$ cat config.mk
export PLATFORM = sky130hd
export DESIGN_NAME = clock_ratio_meter
export DESIGN_NICKNAME = d
export VERILOG_FILES = /design/src/rtl/clk_meas_pkg.sv /design/src/rtl/sync_edge_detect.sv /design/src/rtl/clock_ratio_meter.sv
export SDC_FILE = /design/constraint.sdc
export NUM_CORES = 1
export LEC_CHECK = 0
export BUFFER_PORTS_ARGS = -buffer_cell sky130_fd_sc_hd__buf_2
export CAP_MARGIN = 5
export CORE_MARGIN = 2
export CORE_UTILIZATION = 25
export DETAILED_ROUTE_END_ITERATION = 7
export PLACE_DENSITY_LB_ADDON = 0.3
export REMOVE_ABC_BUFFERS = 1
export SLEW_MARGIN = 30
export SYNTH_ARGS = -nofsm -noshare
export SYNTH_HDL_FRONTEND = slang
export SYNTH_SLANG_ARGS = --single-unit
export TNS_END_PERCENT = 5
$ cat constraint.sdc
create_clock -name clk_in -period 4.2 [get_ports clk_in]
set_input_delay 0.63 -clock clk_in [delete_from_list [all_inputs] [get_ports clk_in]]
set_output_delay 0.63 -clock clk_in [all_outputs]
set_load 0.02 [all_outputs]
$ cat src/rtl/clk_meas_pkg.sv
// Shared definitions for the clock ratio measurement path.
// Holds the measurement FSM state type, the default counter width and
// the minimum number of synchronizer stages allowed for sig_in.
package clk_meas_pkg;

    typedef enum logic [0:0] {
        IDLE    = 1'b0,
        MEASURE = 1'b1
    } meas_state_t;

    localparam int CNT_W_DEFAULT   = 16;
    localparam int SYNC_STAGES_MIN = 2;

endpackage

$ cat src/rtl/sync_edge_detect.sv
// Synchronizes an asynchronous level into the clk_in domain and flags its
// edges. A chain of SYNC_STAGES flops resolves metastability; one extra
// flop holds the previous synchronized level for edge detection.
// Ports:
//   clk_in  - sampling clock
//   rst     - asynchronous active-high reset
//   sig_in  - asynchronous input level
//   rise    - high for one cycle after a synchronized 0->1 transition
//   fall    - high for one cycle after a synchronized 1->0 transition
module sync_edge_detect
    import clk_meas_pkg::*;
#(
    parameter int SYNC_STAGES = 2
) (
    input  logic clk_in,
    input  logic rst,
    input  logic sig_in,
    output logic rise,
    output logic fall
);

    // Fewer than two stages is not a safe synchronizer, so clamp upward.
    localparam int STAGES = (SYNC_STAGES < SYNC_STAGES_MIN) ? SYNC_STAGES_MIN : SYNC_STAGES;

    logic [STAGES-1:0] sync_r;
    logic              prev_r;

    // Synchronizer chain and previous-level register
    always_ff @(posedge clk_in or posedge rst) begin
        if (rst) begin
            sync_r <= {STAGES{1'b0}};
            prev_r <= 1'b0;
        end else begin
            sync_r <= {sync_r[STAGES-2:0], sig_in};
            prev_r <= sync_r[STAGES-1];
        end
    end

    assign rise = sync_r[STAGES-1] & ~prev_r;
    assign fall = ~sync_r[STAGES-1] & prev_r;

endmodule

$ cat src/rtl/clock_ratio_meter.sv
// Measures the period and high time of a slow periodic signal in clk_in
// cycles, derives the equivalent divider toggle count and a 50% duty flag,
// and tracks lock (repeated equal periods) and timeout (no rising edge).
// Ports:
//   clk_in, rst  - clock and asynchronous active-high reset
//   sig_in       - asynchronous signal under measurement
//   period       - cycles between the last two rising edges
//   high_time    - cycles from rising edge to following falling edge
//   div_factor   - period >> 1
//   duty_ok      - 2*high_time == period
//   meas_valid   - one-cycle pulse when the measurement outputs update
//   locked       - LOCK_COUNT consecutive equal periods seen
//   timeout      - sticky, no rising edge within 2^CNT_W-1 cycles
module clock_ratio_meter
    import clk_meas_pkg::*;
#(
    parameter int CNT_W       = CNT_W_DEFAULT,
    parameter int SYNC_STAGES = 2,
    parameter int LOCK_COUNT  = 4
) (
    input  logic             clk_in,
    input  logic             rst,
    input  logic             sig_in,
    output logic [CNT_W-1:0] period,
    output logic [CNT_W-1:0] high_time,
    output logic [CNT_W-2:0] div_factor,
    output logic             duty_ok,
    output logic             meas_valid,
    output logic             locked,
    output logic             timeout
);

    localparam logic [CNT_W-1:0] CNT_MAX = {CNT_W{1'b1}};
    localparam logic [CNT_W-1:0] CNT_ONE = {{(CNT_W-1){1'b0}}, 1'b1};
    localparam int               MATCH_W = (LOCK_COUNT > 2) ? $clog2(LOCK_COUNT) : 1;
    localparam logic [MATCH_W-1:0] MATCH_MAX = MATCH_W'(LOCK_COUNT - 1);
    localparam logic [MATCH_W-1:0] MATCH_ONE = {{(MATCH_W-1){1'b0}}, 1'b1};

    logic               rise_s;
    logic               fall_s;
    meas_state_t        state_r;
    meas_state_t        state_nxt_s;
    logic [CNT_W-1:0]   run_cnt_r;
    logic [CNT_W-1:0]   hi_cap_r;
    logic [MATCH_W-1:0] match_cnt_r;
    logic [MATCH_W-1:0] match_inc_s;
    logic               meas_take_s;
    logic               hi_take_s;
    logic               timeout_hit_s;

    logic [CNT_W-1:0]   period_r;
    logic [CNT_W-1:0]   high_time_r;
    logic [CNT_W-2:0]   div_factor_r;
    logic               duty_ok_r;
    logic               meas_valid_r;
    logic               locked_r;
    logic               timeout_r;

    sync_edge_detect #(
        .SYNC_STAGES (SYNC_STAGES)
    ) u_sync_edge_detect (
        .clk_in (clk_in),
        .rst    (rst),
        .sig_in (sig_in),
        .rise   (rise_s),
        .fall   (fall_s)
    );

    // FSM state register
    always_ff @(posedge clk_in or posedge rst) begin
        if (rst) begin
            state_r <= IDLE;
        end else begin
            state_r <= state_nxt_s;
        end
    end

    // FSM next state and per-cycle control decisions; rise beats saturation
    always_comb begin
        state_nxt_s   = state_r;
        meas_take_s   = 1'b0;
        hi_take_s     = 1'b0;
        timeout_hit_s = 1'b0;
        case (state_r)
            IDLE: begin
                if (rise_s) begin
                    state_nxt_s = MEASURE;
                end else begin
                    state_nxt_s = IDLE;
                end
            end
            MEASURE: begin
                if (rise_s) begin
                    meas_take_s = 1'b1;
                end else if (run_cnt_r == CNT_MAX) begin
                    timeout_hit_s = 1'b1;
                    state_nxt_s   = IDLE;
                end else if (fall_s) begin
                    hi_take_s = 1'b1;
                end else begin
                    state_nxt_s = MEASURE;
                end
            end
            default: begin
                state_nxt_s = IDLE;
            end
        endcase
    end

    // Saturating increment of the equal-period counter
    always_comb begin
        match_inc_s = match_cnt_r;
        if (match_cnt_r == MATCH_MAX) begin
            match_inc_s = MATCH_MAX;
        end else begin
            match_inc_s = match_cnt_r + MATCH_ONE;
        end
    end

    // Free-running cycle counter, restarted at 1 on every rising edge
    always_ff @(posedge clk_in or posedge rst) begin
        if (rst) begin
            run_cnt_r <= {CNT_W{1'b0}};
        end else if (rise_s) begin
            run_cnt_r <= CNT_ONE;
        end else if (run_cnt_r != CNT_MAX) begin
            run_cnt_r <= run_cnt_r + CNT_ONE;
        end else begin
            run_cnt_r <= run_cnt_r;
        end
    end

    // High-time capture on falling edges while measuring
    always_ff @(posedge clk_in or posedge rst) begin
        if (rst) begin
            hi_cap_r <= {CNT_W{1'b0}};
        end else if (hi_take_s) begin
            hi_cap_r <= run_cnt_r;
        end else begin
            hi_cap_r <= hi_cap_r;
        end
    end

    // Measurement outputs, lock tracking and sticky timeout
    always_ff @(posedge clk_in or posedge rst) begin
        if (rst) begin
            period_r     <= {CNT_W{1'b0}};
            high_time_r  <= {CNT_W{1'b0}};
            div_factor_r <= {(CNT_W-1){1'b0}};
            duty_ok_r    <= 1'b0;
            meas_valid_r <= 1'b0;
            locked_r     <= 1'b0;
            timeout_r    <= 1'b0;
            match_cnt_r  <= {MATCH_W{1'b0}};
        end else begin
            meas_valid_r <= meas_take_s;
            if (meas_take_s) begin
                period_r     <= run_cnt_r;
                high_time_r  <= hi_cap_r;
                div_factor_r <= run_cnt_r[CNT_W-1:1];
                // Widened by one bit so doubling high time cannot overflow
                duty_ok_r    <= ({hi_cap_r, 1'b0} == {1'b0, run_cnt_r});
                timeout_r    <= 1'b0;
                if (run_cnt_r == period_r) begin
                    match_cnt_r <= match_inc_s;
                    locked_r    <= (match_inc_s == MATCH_MAX);
                end else begin
                    match_cnt_r <= {MATCH_W{1'b0}};
                    locked_r    <= 1'b0;
                end
            end else if (timeout_hit_s) begin
                timeout_r   <= 1'b1;
                locked_r    <= 1'b0;
                match_cnt_r <= {MATCH_W{1'b0}};
            end else begin
                timeout_r   <= timeout_r;
                locked_r    <= locked_r;
                match_cnt_r <= match_cnt_r;
            end
        end
    end

    assign period     = period_r;
    assign high_time  = high_time_r;
    assign div_factor = div_factor_r;
    assign duty_ok    = duty_ok_r;
    assign meas_valid = meas_valid_r;
    assign locked     = locked_r;
    assign timeout    = timeout_r;

endmodule

==> flow_metrics.tcl, run 1 <==
set metrics [dict create \
    drt_iter0_markers 171 \
    vdd_ir_drop_max_uv 180 \
    rows 43 \
    synth_area_leaders "dfrtp_1, mux2_2, nand2_1, xor2_1, xnor2_1" \
    setup_viol 0 \
    setup.worst_path.start_class "flip-flop" \
    status "finished clean" \
    synth_top_area_frac 0.523 \
    p_int_mw 1.48 \
    cts_hold_buf 0 \
    finalCriticalPeriod_ps 2480 \
    synth_compound_area_frac 0.0265 \
    pwr-share-clk 0.401 \
    wl_per_cell_um 13.9 \
    antenna_found_initial 0 \
    dr.pass1.iters 4 \
    vias_per_cell 4.16 \
    worstMarginPinSlew_ps 889 \
    hp-class "reg2reg" \
    slew_headroom 0.406 \
    htreeDepth 3 \
    muxShareOfSynthArea 0.118 \
    fin_nets 353 \
    coreArea_mm2 0.0139 \
    clock_latency_ps 330 \
    grt_pass1_wl_mm 12.5 \
    grt.total_usage 0.109 \
    grt_max_degree 45 \
    grt.overflow.total 0 \
    die_h_um 123 \
    worst_ep_required_time_ps 4470 \
    cts_resized 0 \
    synth_top_family_by_area "simple AND/OR/NAND/NOR gates" \
    skew_ps 7.98 \
    synthArstFlopShare 1.00 \
    die_area_mm2 0.0151 \
    setup_tns_ps 0 \
    netlist_instances 319 \
    drive_above_1_share 0.316 \
    io_buffers 53 \
    switching_share 0.287 \
    start_util 0.255 \
    yosys.area.top_type "dfrtp_1" \
    cts_buffers 9 \
    synth_edf_count 0 \
    p_per_area_mw_per_mm2 498 \
    yosysWarnings 0 \
    yosys.area_share.adder 0.00353 \
    clkSinkCount 74 \
    p_seq_frac 0.432 \
    grt_pass1_vias 2271 \
    postCtsSetupBuffers 0 \
    rsz0062_at_grt "false" \
    drcViolationCount 0 \
    die_w_um 123 \
    maxSlewViolCount 0 \
    critPathCaptureType "flip-flop" \
    arrival_ps 2740 \
    clk_pin_slew_ps 60 \
    synth_xor_area_frac 0.101 \
    hpwlAfterDp_mm 5.32 \
    synth.distinct_cells 42 \
    p_sw_mw 0.594 \
    cts_tree "built" \
    finalWirelength_mm 7.42 \
    synth_seq_cells 74 \
    p_leak_nw 2.15 \
    ant_nets 0 \
    finalHoldViolCount 0 \
    path_max_fanout 20 \
    netlist_area_mm2 0.00354 \
    min_path_cells 0 \
    period_share 0.589 \
    crit_type "reg2reg" \
    maxCapViolCount 0 \
    num_antenna_cells 0 \
    root_buffer "clkbuf_16" \
    synth_most_common_cell "dfrtp_1" \
    area_growth_pct 17.5 \
    yosys-top-cells-count "dfrtp_1, nand2_1, mux2_2, xor2_1" \
    synthFlopType "dfrtp_1" \
    avgSynthCellArea_um2 11.1 \
    io_pins 54 \
    gp_congestion 0.759 \
    vias 2220 \
    comb_power_share 0.167 \
    n_fill_cell 1451 \
    reg2reg_depth 4 \
    clock.fmax_mhz 404 \
    yosysSeqAreaShare 0.523 \
    hold_ws_ps 348 \
    synth_simple_gate_area_share 0.160 \
    clk_path_buf_depth 2 \
]
==> worst max-delay path: stages, from the launching register on <==
cell and delay (ps):
dfrtp_1 420, nand3b_1 680, clkinv_1 700, a21oi_1 410
a22o_1 200
==> power by group through the flow <==
stage	combinational, mW	clock (mW)	sequential, mW
3_5_place_dp	0.350	0	0.912
2_1_floorplan	0.188	0	0.945
5_1_grt	0.385	0.886	0.915
3_3_place_gp	0.351	0	0.911
4_1_cts	0.353	0.851	0.900
6_report	0.346	0.831	0.897
==> routing by layer <==
layer	wire (um)	global-route usage
met1	3630	0.149
met2	3430	0.168
met3	285	0.0281
met4	78	0.0327
met5	0	0
==> state kept, by name (all words and copies together), names as in the netlist <==
signal,flops
u_sync_edge_detect.sync_r,2
meas_valid,1
period,16
u_sync_edge_detect.prev_r,1
timeout,1
locked,1
hi_cap_r,16
high_time,16
state_r,1
match_cnt_r,2
run_cnt_r,16
duty_ok,1
==> final cells by class <==
cell class	count	area, um2	share of cell area
flip-flops and latches	74	1850	0.445
multi-input cells	203	1450	0.349
repair buffers	56	288	0.0691
clock buffers	10	239	0.0574
well taps	180	225	0.0541
clock inverters	6	88.8	0.0213
inverters	5	18.8	0.00451
==> path summary, 6_finish.rpt <==
path / startpoint / end / slack (ps)
setup / recovery: u_sync_edge_detect.sync_r[1]$_DFF_PP0_ / match_cnt_r[0]$_DFFE_PP0P_ / 1720
setup reg to reg: u_sync_edge_detect.sync_r[1]$_DFF_PP0_ / match_cnt_r[0]$_DFFE_PP0P_ / 1720
hold / removal: u_sync_edge_detect.sync_r[0]$_DFF_PP0_ / u_sync_edge_detect.sync_r[1]$_DFF_PP0_ / 350
hold reg to reg: u_sync_edge_detect.sync_r[0]$_DFF_PP0_ / u_sync_edge_detect.sync_r[1]$_DFF_PP0_ / 350
max in group asynchronous: rst / period[4]$_DFFE_PP0P_ / 2810
min in group asynchronous: rst / hi_cap_r[15]$_DFFE_PP0P_ / 390
==> layout by cell type, fill, tap and decap left out, drive strengths merged, types with 3 or more instances in the layout <==
cell    count
nor2       19
nand2      56
nand4       8
xor2       22
nand3       4
clkbuf     10
buf        56
dfrtp      74
inv         5
xnor2      19
a21oi       3
mux2       32
nor3       10
nor4        5
==> cells by family after synthesis <==
logic type                 count (synthesis)
muxes                                     34
and+or+nand+nor                          114
buffers and inverters                     42
xor gates and xnor gates                  41
DFF                                       74
adders and majority gates                  1
AOI/OAI and AO/OA                         13
==> metrics by stage <==
step	area, um2	instances	setup WS (ps)	util	total power [mW]
finish	4160	534	1720	0.300	2.07
global placement	3830	518	1710	0.276	1.26
floorplan	3320	282	1690	-	1.13
detailed placement	3830	518	1660	0.276	1.26
CTS	4160	534	1640	0.300	2.10
global route	4160	534	1370	0.300	2.19
No activity file was read; power rests on OpenSTA's default activity.
==> inputs of run 2 (changes only) <==
==> constraint.sdc (replaced) <==
create_clock -name clk_in -period 2.4 [get_ports clk_in]
set_input_delay 0.36 -clock clk_in [delete_from_list [all_inputs] [get_ports clk_in]]
set_output_delay 0.36 -clock clk_in [all_outputs]
set_load 0.02 [all_outputs]
==> run 2 against run 1 <==
Compared with the run above: worst hold slack worse by 240 ps; routed wire length up 7.3%; worst setup slack worse by 1400 ps; sequential share of layout area down 0.89 points; core utilization up 0.61 points; largest power group unchanged.
==> flow_metrics.tcl, run 2 (same netlist as run 1, synthesis figures left out) <==
set metrics [dict create \
    setup_viol 0 \
    dr.pass1.iters 4 \
    clk_path_buf_depth 2 \
    clkSinkCount 74 \
    mostFrequentLayoutCells "dfrtp_1, nand2_1, buf_2" \
    die_area_mm2 0.0151 \
    rows 43 \
    drt_iter0_markers 105 \
    cts_tree "built" \
    root_buffer "clkbuf_16" \
    grt_pass1_vias 2414 \
    crit_type "reg2reg" \
    worst-r2r-setup-slack_ps 360 \
    vias_per_cell 4.33 \
    gp_congestion 0.814 \
    finalCriticalPeriod_ps 2040 \
    setup_tns_ps 0 \
    ant_nets 0 \
    slew_headroom 0.710 \
    antenna_found_initial 0 \
    io_buffers 53 \
    worstSetupEndpoint "run_cnt_r[14]$_DFFE_PP0P_" \
    drive_above_1_share 0.332 \
    vias 2361 \
    setup.worst_path.start_class "flip-flop" \
    hpwlAfterDp_mm 5.56 \
    maxSlewViolCount 0 \
    startpoint "run_cnt_r[1]$_DFFE_PP0P_" \
    clock_latency_ps 330 \
    p_leak_nw 2.21 \
    crit_top_cell "nor2_1" \
    grt.total_usage 0.115 \
    met3WireLength_um 354 \
    grt_max_degree 75 \
    crit_chain "ha_1, nand2_1, or4_4, nor2_1, nor2_1, a311oi_1" \
    crit_family "simple AND/OR/NAND/NOR gates" \
    period_share 0.850 \
    worstReg2RegEnd "run_cnt_r[14]$_DFFE_PP0P_" \
    rsz0062_at_grt "false" \
    max_stage_delay_ps 540 \
    clk_pin_slew_ps 60 \
    cts_hold_buf 0 \
    die_h_um 123 \
    drcViolationCount 0 \
    clock.fmax_mhz 490 \
    crit_buf_inv 0 \
    finalWirelength_mm 7.97 \
    cts_resized 0 \
    crit_slowest_cell "or4_4" \
    reg2reg_depth 6 \
    vdd_ir_drop_max_uv 358 \
    dr_wl_met2_mm 3.68 \
    hp-class "in2async" \
    r2r-start "run_cnt_r[1]$_DFFE_PP0P_" \
    finalPower_mw 3.67 \
    start_util 0.255 \
    route.top_layer_used "met4" \
    arrival_ps 2280 \
    layout.cells.most_common "dfrtp_1" \
    fin_nets 364 \
    io_pins 54 \
    finalHoldViolCount 0 \
    path_max_fanout 8 \
    worstMarginPinSlew_ps 432 \
    maxCapViolCount 0 \
    num_antenna_cells 0 \
    worst_ep_required_time_ps 2630 \
    area_growth_pct 19.9 \
    postCtsSetupBuffers 0 \
    status "finished clean" \
    htreeDepth 3 \
    grt_pass1_wl_mm 13.1 \
    grt.overflow.total 0 \
    coreArea_mm2 0.0139 \
    critPathCaptureType "flip-flop" \
    wl_per_cell_um 14.6 \
    critical_path_depth 6 \
    die_w_um 123 \
    met1_length_mm 3.79 \
    cts_buffers 9 \
    skew_ps 7.01 \
    p_per_area_mw_per_mm2 863 \
]
## run 2: final cells by class
class	count	area [um2]
Inverter	5	18.8
Timing Repair Buffer	67	383
Clock inverter	5	77.6
Fill cell	1459	9630
Clock buffer	11	243
Multi-Input combinational cell	203	1450
Sequential cell	74	1850
Tap cell	180	225
## run 2: power breakdown
group	total [mW]	switching [mW]	internal (mW)
combinational	0.689	0.398	0.291
clock	1.44	0.510	0.935
sequential	1.53	0.144	1.39
## run 2: worst reg2reg max path, cell delays in order (launching register included)
cell and delay (ps):
dfrtp_1 480, ha_1 290, nand2_1 210, or4_4 540, nor2_1 140, nor2_1 60
a311oi_1 230
## run 2: worst min-delay path by stage
| stage | start | to | depth (start not counted) |
|---|---|---|---|
| after floorplan | u_sync_edge_detect.sync_r[0]$_DFF_PP0_ | u_sync_edge_detect.sync_r[1]$_DFF_PP0_ | 0 |
| after global placement | u_sync_edge_detect.sync_r[0]$_DFF_PP0_ | u_sync_edge_detect.sync_r[1]$_DFF_PP0_ | 0 |
| after detailed placement | u_sync_edge_detect.sync_r[0]$_DFF_PP0_ | u_sync_edge_detect.sync_r[1]$_DFF_PP0_ | 0 |
| after CTS | rst | high_time[13]$_DFFE_PP0P_ | 3 |
| after global routing | sig_in | u_sync_edge_detect.sync_r[0]$_DFF_PP0_ | 1 |
| final | rst | high_time[13]$_DFFE_PP0P_ | 3 |
## run 2: stage by stage
stage                     std cells  hold slack, ps  setup slack [ps]  utilization  area [um2]
after detailed placement        529             344               381        0.283        3930
final                           545             111               359        0.306        4250
after global routing            545             128               204        0.306        4250
after floorplan                 282             331              15.2            -        3320
after CTS                       545             127               373        0.306        4250
after global placement          529             333               453        0.283        3930
## run 2: routing by layer
metal  global-route usage  vias to the layer above
met4               0.0504                        0
met5                    0                        -
met1                0.152                     1162
met3               0.0291                       11
li1                     -                     1136
met2                0.178                       52
